`src/rtl/fifo_rd_stream.sv`:
```
// Read-side stream adapter for the synchronous FIFO. It hides the one-cycle read latency
// behind a 2-entry skid buffer. Define FIFO_RD_CNT_EN to add the rd_count popped-word counter.
module fifo_rd_stream #(
   parameter int unsigned Width    = 16,
   parameter int unsigned CntWidth = 16
) (
   input  logic             clk,
   input  logic             rst,
   input  logic             flush,
   input  logic             fifo_empty,
   input  logic [Width-1:0] fifo_out_data,
   output logic             fifo_r_en,
   output logic             m_valid,
   input  logic             m_ready,
   output logic [Width-1:0] m_data
`ifdef FIFO_RD_CNT_EN
   ,
   output logic [CntWidth-1:0] rd_count
`endif
);

   logic [Width-1:0] skid_q [2];
   logic             wr_ptr_q;
   logic             rd_ptr_q;
   logic             inflight_q;
   logic [1:0]       cnt_q;
   logic [1:0]       occ;
   logic             pop;
   logic             capture;

   assign pop     = m_valid & m_ready;
   assign occ     = cnt_q + {1'b0, inflight_q};
   assign capture = inflight_q & ~flush;
   assign m_valid = (cnt_q != 2'd0);
   assign m_data  = skid_q[rd_ptr_q];

   // A read may be issued into a full occupancy only if a slot frees up this same cycle.
   assign fifo_r_en = rst & ~fifo_empty & ~flush &
                      ((occ < 2'd2) | ((occ == 2'd2) & pop));

   always_ff @(posedge clk or negedge rst) begin
      if (!rst) begin
         skid_q[0]  <= '0;
         skid_q[1]  <= '0;
         wr_ptr_q   <= 1'b0;
         rd_ptr_q   <= 1'b0;
         inflight_q <= 1'b0;
         cnt_q      <= 2'd0;
      end else if (flush) begin
         wr_ptr_q   <= 1'b0;
         rd_ptr_q   <= 1'b0;
         inflight_q <= 1'b0;
         cnt_q      <= 2'd0;
      end else begin
         inflight_q <= fifo_r_en;
         if (capture) begin
            skid_q[wr_ptr_q] <= fifo_out_data;
            wr_ptr_q         <= ~wr_ptr_q;
         end
         if (pop) begin
            rd_ptr_q <= ~rd_ptr_q;
         end
         cnt_q <= cnt_q + {1'b0, capture} - {1'b0, pop};
      end
   end

`ifdef FIFO_RD_CNT_EN
   // Words popped while flushing are discarded and so not counted; flush leaves the count intact.
   always_ff @(posedge clk or negedge rst) begin
      if (!rst) begin
         rd_count <= '0;
      end else if (pop && !flush) begin
         rd_count <= rd_count + 1'b1;
      end
   end
`else
   logic [CntWidth-1:0] unused_cnt;
   assign unused_cnt = '0;
`endif

endmodule

```
`config.mk`:
```
export PLATFORM = sky130hd
export DESIGN_NAME = fifo_rd_stream
export DESIGN_NICKNAME = d
export VERILOG_FILES = /design/src/rtl/fifo_rd_stream.sv
export SDC_FILE = /design/constraint.sdc
export NUM_CORES = 1
export LEC_CHECK = 0
export BUFFER_PORTS_ARGS = -buffer_cell sky130_fd_sc_hd__buf_4
export CAP_MARGIN = 20
export CORE_UTILIZATION = 57
export DETAILED_ROUTE_END_ITERATION = 6
export HOLD_SLACK_MARGIN = 0.08
export PLACE_DENSITY = 0.83
export SLEW_MARGIN = 30
export SYNTH_ARGS = -nofsm -noshare
export SYNTH_HDL_FRONTEND = slang
export SYNTH_SLANG_ARGS = --single-unit
export TNS_END_PERCENT = 50
```
`constraint.sdc`:
```
create_clock -name clk -period 4.2 [get_ports clk]
set_input_delay 0.42 -clock clk [delete_from_list [all_inputs] [get_ports clk]]
set_output_delay 0.42 -clock clk [all_outputs]
set_load 0.02 [all_outputs]
```
### After elaboration in Yosys (flattened, before gate mapping)

Cells that the tools add are included.

* $lt $le $gt $ge: 4
* $add $sub $neg: 3
* reduce and logical (&&, ||, !) cells: 5
* multiplexer cells: 12
* bitwise gates (word level): 13
* equality and inequality tests: 1

Operators by type and width (count)
* $mux 16: 4
* $bwmux 32: 1
* $demux 16 s1: 1
* $and 1x1->1: 6
* $reduce_bool 2->1: 3
* $mux 1: 5
* $add 2x1->2: 2
* $ge 2x2->1 const B: 2
* $not 1->1: 4
* $not 1->2: 2
* $eq 2x2->1 const B: 1
* $lt 2x1->1 const B: 1
* $lt 2x2->1 const B: 1
* $mux 2: 1
* $reduce_and 2->1: 1
* $sub 2x1->2: 1
* $logic_and 1x1->1: 1
* $or 1x1->1: 1

* register bits: 37
* logic and storage cells: 44
* input port bits: 21

### Longest topological paths before layout

Gate-level depths: netlist of run 1.

* depth after elaboration: 6
* gate-level depth with buffers: 7
* gate-level depth less buffers: 7

### Worst setup path after synthesis of run 1

No wires, ideal clock.

* path type: flip-flop to output port
* start point: register inflight_q
* end point: output fifo_r_en
* data arrival time: 1468 ps
* required time: 3780 ps
* path slack: 2312 ps
* cell stages (with the launch flop): 5
* cells stage by stage: dfrtp_1 -> ha_1 -> inv_1 -> a21oi_1 -> a211oi_1

* cells in the longest elaborated chain, start to end: 5
* elaborated cells between the ends (all ways): 6

RTL lines
* start, declared: RTL line 25 `logic inflight_q;`
* start signal, assigned: RTL line 55 `inflight_q <= fifo_r_en;`
* $add 2x1->2 *: RTL line 32 `assign occ = cnt_q + {1'b0, inflight_q};`
* $eq 2x2->1: RTL line 39 `((occ < 2'd2) | ((occ == 2'd2) & pop));`
* $and 1x1->1: RTL line 39
* $or 1x1->1 *: RTL line 39
* $and 1x1->1 *: RTL line 38 `assign fifo_r_en = rst & ~fifo_empty & ~flush &`
* end, declared: RTL line 12 `output logic fifo_r_en,`

Mark *: on every way between the ends. The rest lies on a longest branch, timed or not.

### Worst setup path after layout of run 1

* start point: input rst
* end point: output fifo_r_en

* cells in the longest elaborated chain, start to end: 3

RTL lines
* start, declared: RTL line 8 `input logic rst,`
* $and 1x1->1 (3 in a row): RTL line 38

Every way passes these cells.

==> results of run 1 <==
[worst max-delay path by stage]
stage / start / end / cells after the start
global placement: rd_ptr_q / m_data[4] / 2
detailed placement: rst / fifo_r_en / 4
floorplan: inflight_q / fifo_r_en / 4
CTS: rst / fifo_r_en / 5
global route: rst / fifo_r_en / 5
finish: rst / fifo_r_en / 5
[per-stage QoR]
step,power [mW],cells,setup WS (ns),area [sq um]
2_1_floorplan,0.967,115,2.31,1780
3_3_place_gp,1.17,180,2.40,2070
3_5_place_dp,1.19,180,2.30,2070
4_1_cts,1.40,189,1.74,2150
5_1_grt,1.47,189,1.63,2150
6_report,1.39,189,1.78,2150
[power by group through the flow]
stage | Clock [mW] | Sequential (mW) | Combinational, mW
2_1_floorplan | 0 | 0.513 | 0.454
3_3_place_gp | 0 | 0.557 | 0.610
6_report | 0.210 | 0.559 | 0.621
4_1_cts | 0.216 | 0.560 | 0.628
5_1_grt | 0.232 | 0.575 | 0.668
3_5_place_dp | 0 | 0.566 | 0.623
[logic make-up after synthesis]
group | after synthesis | share of synthesized area (%)
simple gates | 12 | 4.98
xor+xnor | 3 | 1.47
fa+ha+maj | 3 | 2.11
flops | 37 | 51.9
mux | 48 | 34.5
buf+inv | 7 | 2.95
compound gates | 5 | 2.03
[synth_stat cells (all sizes together)]
cell	n
a211oi	2
a21oi	1
a311oi	1
and2	1
and2b	1
buf	4
dfrtp	37
ha	3
inv	3
mux2	48
nand2	1
nand2b	1
nand3b	1
nor2	5
nor3	1
o21a	1
or2	1
xnor2	2
xor2	1
[state kept, by name, indices dropped and copies added (netlist names)]
signal and count:
wr_ptr_q 1, skid_q 32, cnt_q 2, rd_ptr_q 1, inflight_q 1
[critical path, cell delays in order]
cell and delay (ns):
dlygate4sd3_1 0.53, buf_4 0.40, nand2_1 0.15, a211oi_1 0.28, buf_4 0.19
[layout make-up]
cell class,instances,area [sq um]
multi-input combinational,71,805
sequential,37,926
clock buffer,7,65.1
inverter,3,11.3
clock inverter,1,5.00
fill,200,707
timing repair buffer,39,295
tap,31,38.8
[metal layers]
metal | wire length (microns) | vias up | global-route usage (%)
met3 | 146 | 6 | 4.91
met5 | 0 | - | 0
met4 | 61 | 0 | 8.16
met1 | 1290 | 515 | 28.3
li1 | - | 494 | -
met2 | 1600 | 29 | 35.8
==> impl_metrics.yaml, run 1 <==
power_and_ir_drop:
  p_sw_share_pct: 34.1
  power_switching_mw: 0.474
  peakVddDrop_mv: 0.341
  internal_power_mw: 0.917
  p_seq_share_pct: 40.2
  comb_power_share_pct: 44.7
  powerDensity_nw_per_um2: 648
  power_leakage_nw: 1.11
  pwr-share-clk_pct: 15.1
worst_setup_path:
  critical_path.max_fanout: 38
  timing.rr.start: "cnt_q[0]"
  crit_arrival_ns: 2.00
  r2r_cells: 7
  crit_path_start_kind: "input pin"
  r2r_slack_ns: 2.49
  reg2reg_to: "cnt_q[1]"
  crit_required_ns: 3.78
  crit_type: "in2out"
  crit_path_end_kind: "output pin"
global_routing:
  grt_pass1_vias: 1113
  grt_overflow_total: 0
  grt_pass1_wl_mm: 5.35
  grt_max_degree: 39
  antenna_found_initial: 0
  grt_usage_pct: 21.7
timing:
  tightest_slew_ns: 0.729
  period_share_pct: 57.6
  timing.hold.ws_ns: 0.299
  skew_ns: 0.00667
  clock.fmax_ghz: 0.413
  setup_tns_ns: 0
  setup_violations: 0
  rsz0062_at_grt: "no"
  hold_viol: 0
  drv_slew: 0
  fin_crit_ns: 2.42
  max_slew_margin_pct: 51.4
yosys:
  synth.distinct_cells: 23
  yosys_register_bits: 37
  synth_area_sq_um: 1780
  avgSynthCellArea_sq_um: 15.5
  yosysTopAreaCell: "dfrtp_1"
  synthCells: 115
  synth-warning-count: 0
  synth_top_area_share_pct: 51.9
  synth_top_cells_by_area: "dfrtp_1, mux2_2, mux2_4, ha_1, buf_12"
  synth-seq-area-share_pct: 51.9
  syn_nets: 139
status:
  failed_checks: "design-rule violations"
  status: "finished, violations left"
floorplanning:
  die_area_sq_um: 3360
  rows: 19
  die_x_microns: 57.9
  initial_core_util_pct: 62.5
  die_h_microns: 57.9
  io_pins: 39
  placeableCoreArea_sq_um: 2850
detailed_routing:
  dr_total_vias: 1044
  wl_per_cell_microns: 16.4
  drc: 3
  antenna_left: 0
  postRouteWirelength_mm: 3.10
  drt-initial-drc-count: 35
  drt_first_pass_iters: 6
  vias_per_cell: 5.52
min_path:
  min_path_type: "in2reg"
  whs_path_depth: 2
  min_from: "flush"
  holdPathEnd: "wr_ptr_q"
clock_network:
  clock_path_buffers: 2
  cts_setup_buffers: 0
  htree_levels: 2
  cts.repair.resized: 0
  cts.clk_slew.worst_paths_ns: 0.10
  cts.sinks: 37
  clock_latency_ns: 0.33
  cts_tree: "built"
  cts_hold_buffers: 1
  cts_buffers: 5
  cts-root-buf: "clkbuf_4"
placed_design:
  place_congestion: 0.688
  port_buffers: 38
finish:
  layout_common_cells: "buf_4, dfrtp_1, mux2_2, mux2_4, clkbuf_4"
  fin_util_pct: 75.2
  drive_gt1_share_pct: 62.0
  layout-area-overhead-vs-synth_pct: 20.4
  diodes: 0
  nNetsFinal: 181
  final_common_cell: "buf_4"
job:
  maxCapViolCount: 0
Power figures use the tool's default switching activity.
==> run 2, diff against run 1 <==
CORE_UTILIZATION = 48   (was 57)
PLACE_DENSITY = 0.75   (was 0.83)
clock period = 2 ns   (was 4.2 ns; I/O delays follow)
==> run 2 against run 1 <==
- the run now ends clean
- critical endpoint unchanged
- largest power group unchanged
- final cell count increased by 9.5%
- count of clock-buffer cells in the layout decreased by 2
- hold slack worse by 0.18 ns
- clock skew decreased by 0.0031 ns
- sequential power rose by 100%
- critical path type is now reg2out
==> impl_metrics.yaml, run 2 (synthesis results as in run 1) <==
timing:
  tightest_slew_ns: 0.457
  period_share_pct: 96.5
  rsz0062_at_grt: "no"
  timing.hold.ws_ns: 0.119
  setup_violations: 0
  fin_crit_ns: 1.93
  drv_slew: 0
  hold_viol: 0
  setup_tns_ns: 0
  skew_ns: 0.00352
  clock.fmax_ghz: 0.518
  max_slew_margin_pct: 69.5
worst_setup_path:
  crit_buf_inv: 2
  crit_arrival_ns: 1.73
  crit_path_end_kind: "output pin"
  crit_path_start_kind: "register"
  path_delay_family: "flip-flops"
  critPathMaxStageDelay_ns: 0.47
  critical_path.max_fanout: 4
  crit_required_ns: 1.80
  path_cells: "ha_1, inv_1, a21oi_1, a211oi_2, buf_4"
  crit_type: "reg2out"
  slowest_stage: "dfrtp_1"
floorplanning:
  initial_core_util_pct: 51.8
  die_x_microns: 62.9
  rows: 21
  io_pins: 39
  die_h_microns: 62.9
  die_area_sq_um: 3960
  placeableCoreArea_sq_um: 3440
placed_design:
  place_congestion: 0.735
  dp_hpwl_mm: 2.25
  dp.cells: 198
  port_buffers: 38
global_routing:
  antenna_found_initial: 0
  grt_pass1_vias: 1135
  grt_usage_pct: 19.3
  grt_pass1_wl_mm: 5.66
  grt_max_degree: 38
  grt_overflow_total: 0
power_and_ir_drop:
  power_leakage_nw: 1.13
  p_sw_share_pct: 34.6
  powerDensity_nw_per_um2: 1370
  p_seq_share_pct: 37.5
  power_switching_mw: 1.05
  peakVddDrop_mv: 0.755
  internal_power_mw: 1.98
  pwr-share-clk_pct: 16.5
  comb_power_share_pct: 46.0
detailed_routing:
  drc: 0
  postRouteWirelength_mm: 3.31
  antenna_left: 0
  drt_first_pass_iters: 4
  wl_per_cell_microns: 16.0
  dr_total_vias: 1073
  drt-initial-drc-count: 30
  vias_per_cell: 5.18
finish:
  layout-area-overhead-vs-synth_pct: 24.2
  largestRegisters: "skid_q x32, cnt_q x2"
  diodes: 0
  seq_area_sq_um: 926
  final_cells: 207
  nNetsFinal: 184
  fill_cells: 269
  regMostFlops: "skid_q"
  final_common_cell: "buf_4"
  multiInputGateArea_sq_um: 816
  drive_gt1_share_pct: 64.0
  layout_common_cells: "buf_4, dfrtp_1, mux2_2, mux2_4, clkbuf_8"
  largest_reg_flops: 32
clock_network:
  htree_levels: 2
  cts.sinks: 37
  clock_path_buffers: 2
  cts_tree: "built"
  cts-root-buf: "clkbuf_8"
  cts.clk_slew.worst_paths_ns: 0.07
  cts_buffers: 5
  clock_latency_ns: 0.29
status:
  status: "finished, final reports clean"
min_path:
  min_path_type: "in2reg"
job:
  maxCapViolCount: 0
-- run 2: path summary, 6_finish.rpt --
check | startpoint | endpoint | slack, ns | cells past startpoint
setup reg to reg | cnt_q[1] | cnt_q[1] | 0.21 | 7
min in group asynchronous | rst | skid_q[24] | 0.52 | 3
hold / removal | flush | rd_ptr_q | 0.12 | 2
setup / recovery | inflight_q | fifo_r_en | 0.07 | 5
hold reg to reg | skid_q[21] | skid_q[21] | 0.51 | 1
max in group asynchronous | rst | skid_q[0] | 1.16 | 3
-- run 2: per-layer routing --
layer	global-route usage (%)	wire [microns]
met1	25.1	1490
met5	0	0
met4	6.10	65
met3	7.30	159
met2	29.6	1590
-- run 2: repair_timing --
action | in CTS | in global routing
hold buffers | 1 | 0
resized for setup | 0 | 2
endpoints found under the hold margin | 37 | 0
buffers inserted | 0 | 0
setup endpoints to repair | 0 | 1
-- run 2: final cells by class --
type	instances	area share [%]
clock buffer	5	3.11
tap	46	2.60
clock inverter	3	0.791
multi-input combinational	71	36.8
timing repair buffer	42	14.4
sequential	37	41.8
inverter	3	0.508
-- run 2: power groups by stage --
stage | Combinational, mW | Clock, mW | Sequential (mW)
2_1_floorplan | 0.953 | 0 | 1.08
3_3_place_gp | 1.35 | 0 | 1.12
3_5_place_dp | 1.39 | 0 | 1.14
4_1_cts | 1.40 | 0.513 | 1.13
5_1_grt | 1.48 | 0.557 | 1.17
6_report | 1.39 | 0.500 | 1.14
-- run 2: through the flow --
step	setup slack (ns)	util (%)	instance area, sq um	power [mW]
after floorplan	0.332	-	1780	2.03
final	0.0707	64.3	2210	3.03
after detailed placement	0.247	61.2	2110	2.53
after global routing	0.00997	64.3	2210	3.21
after CTS	0.00305	64.0	2200	3.04
after global placement	0.418	61.2	2110	2.47
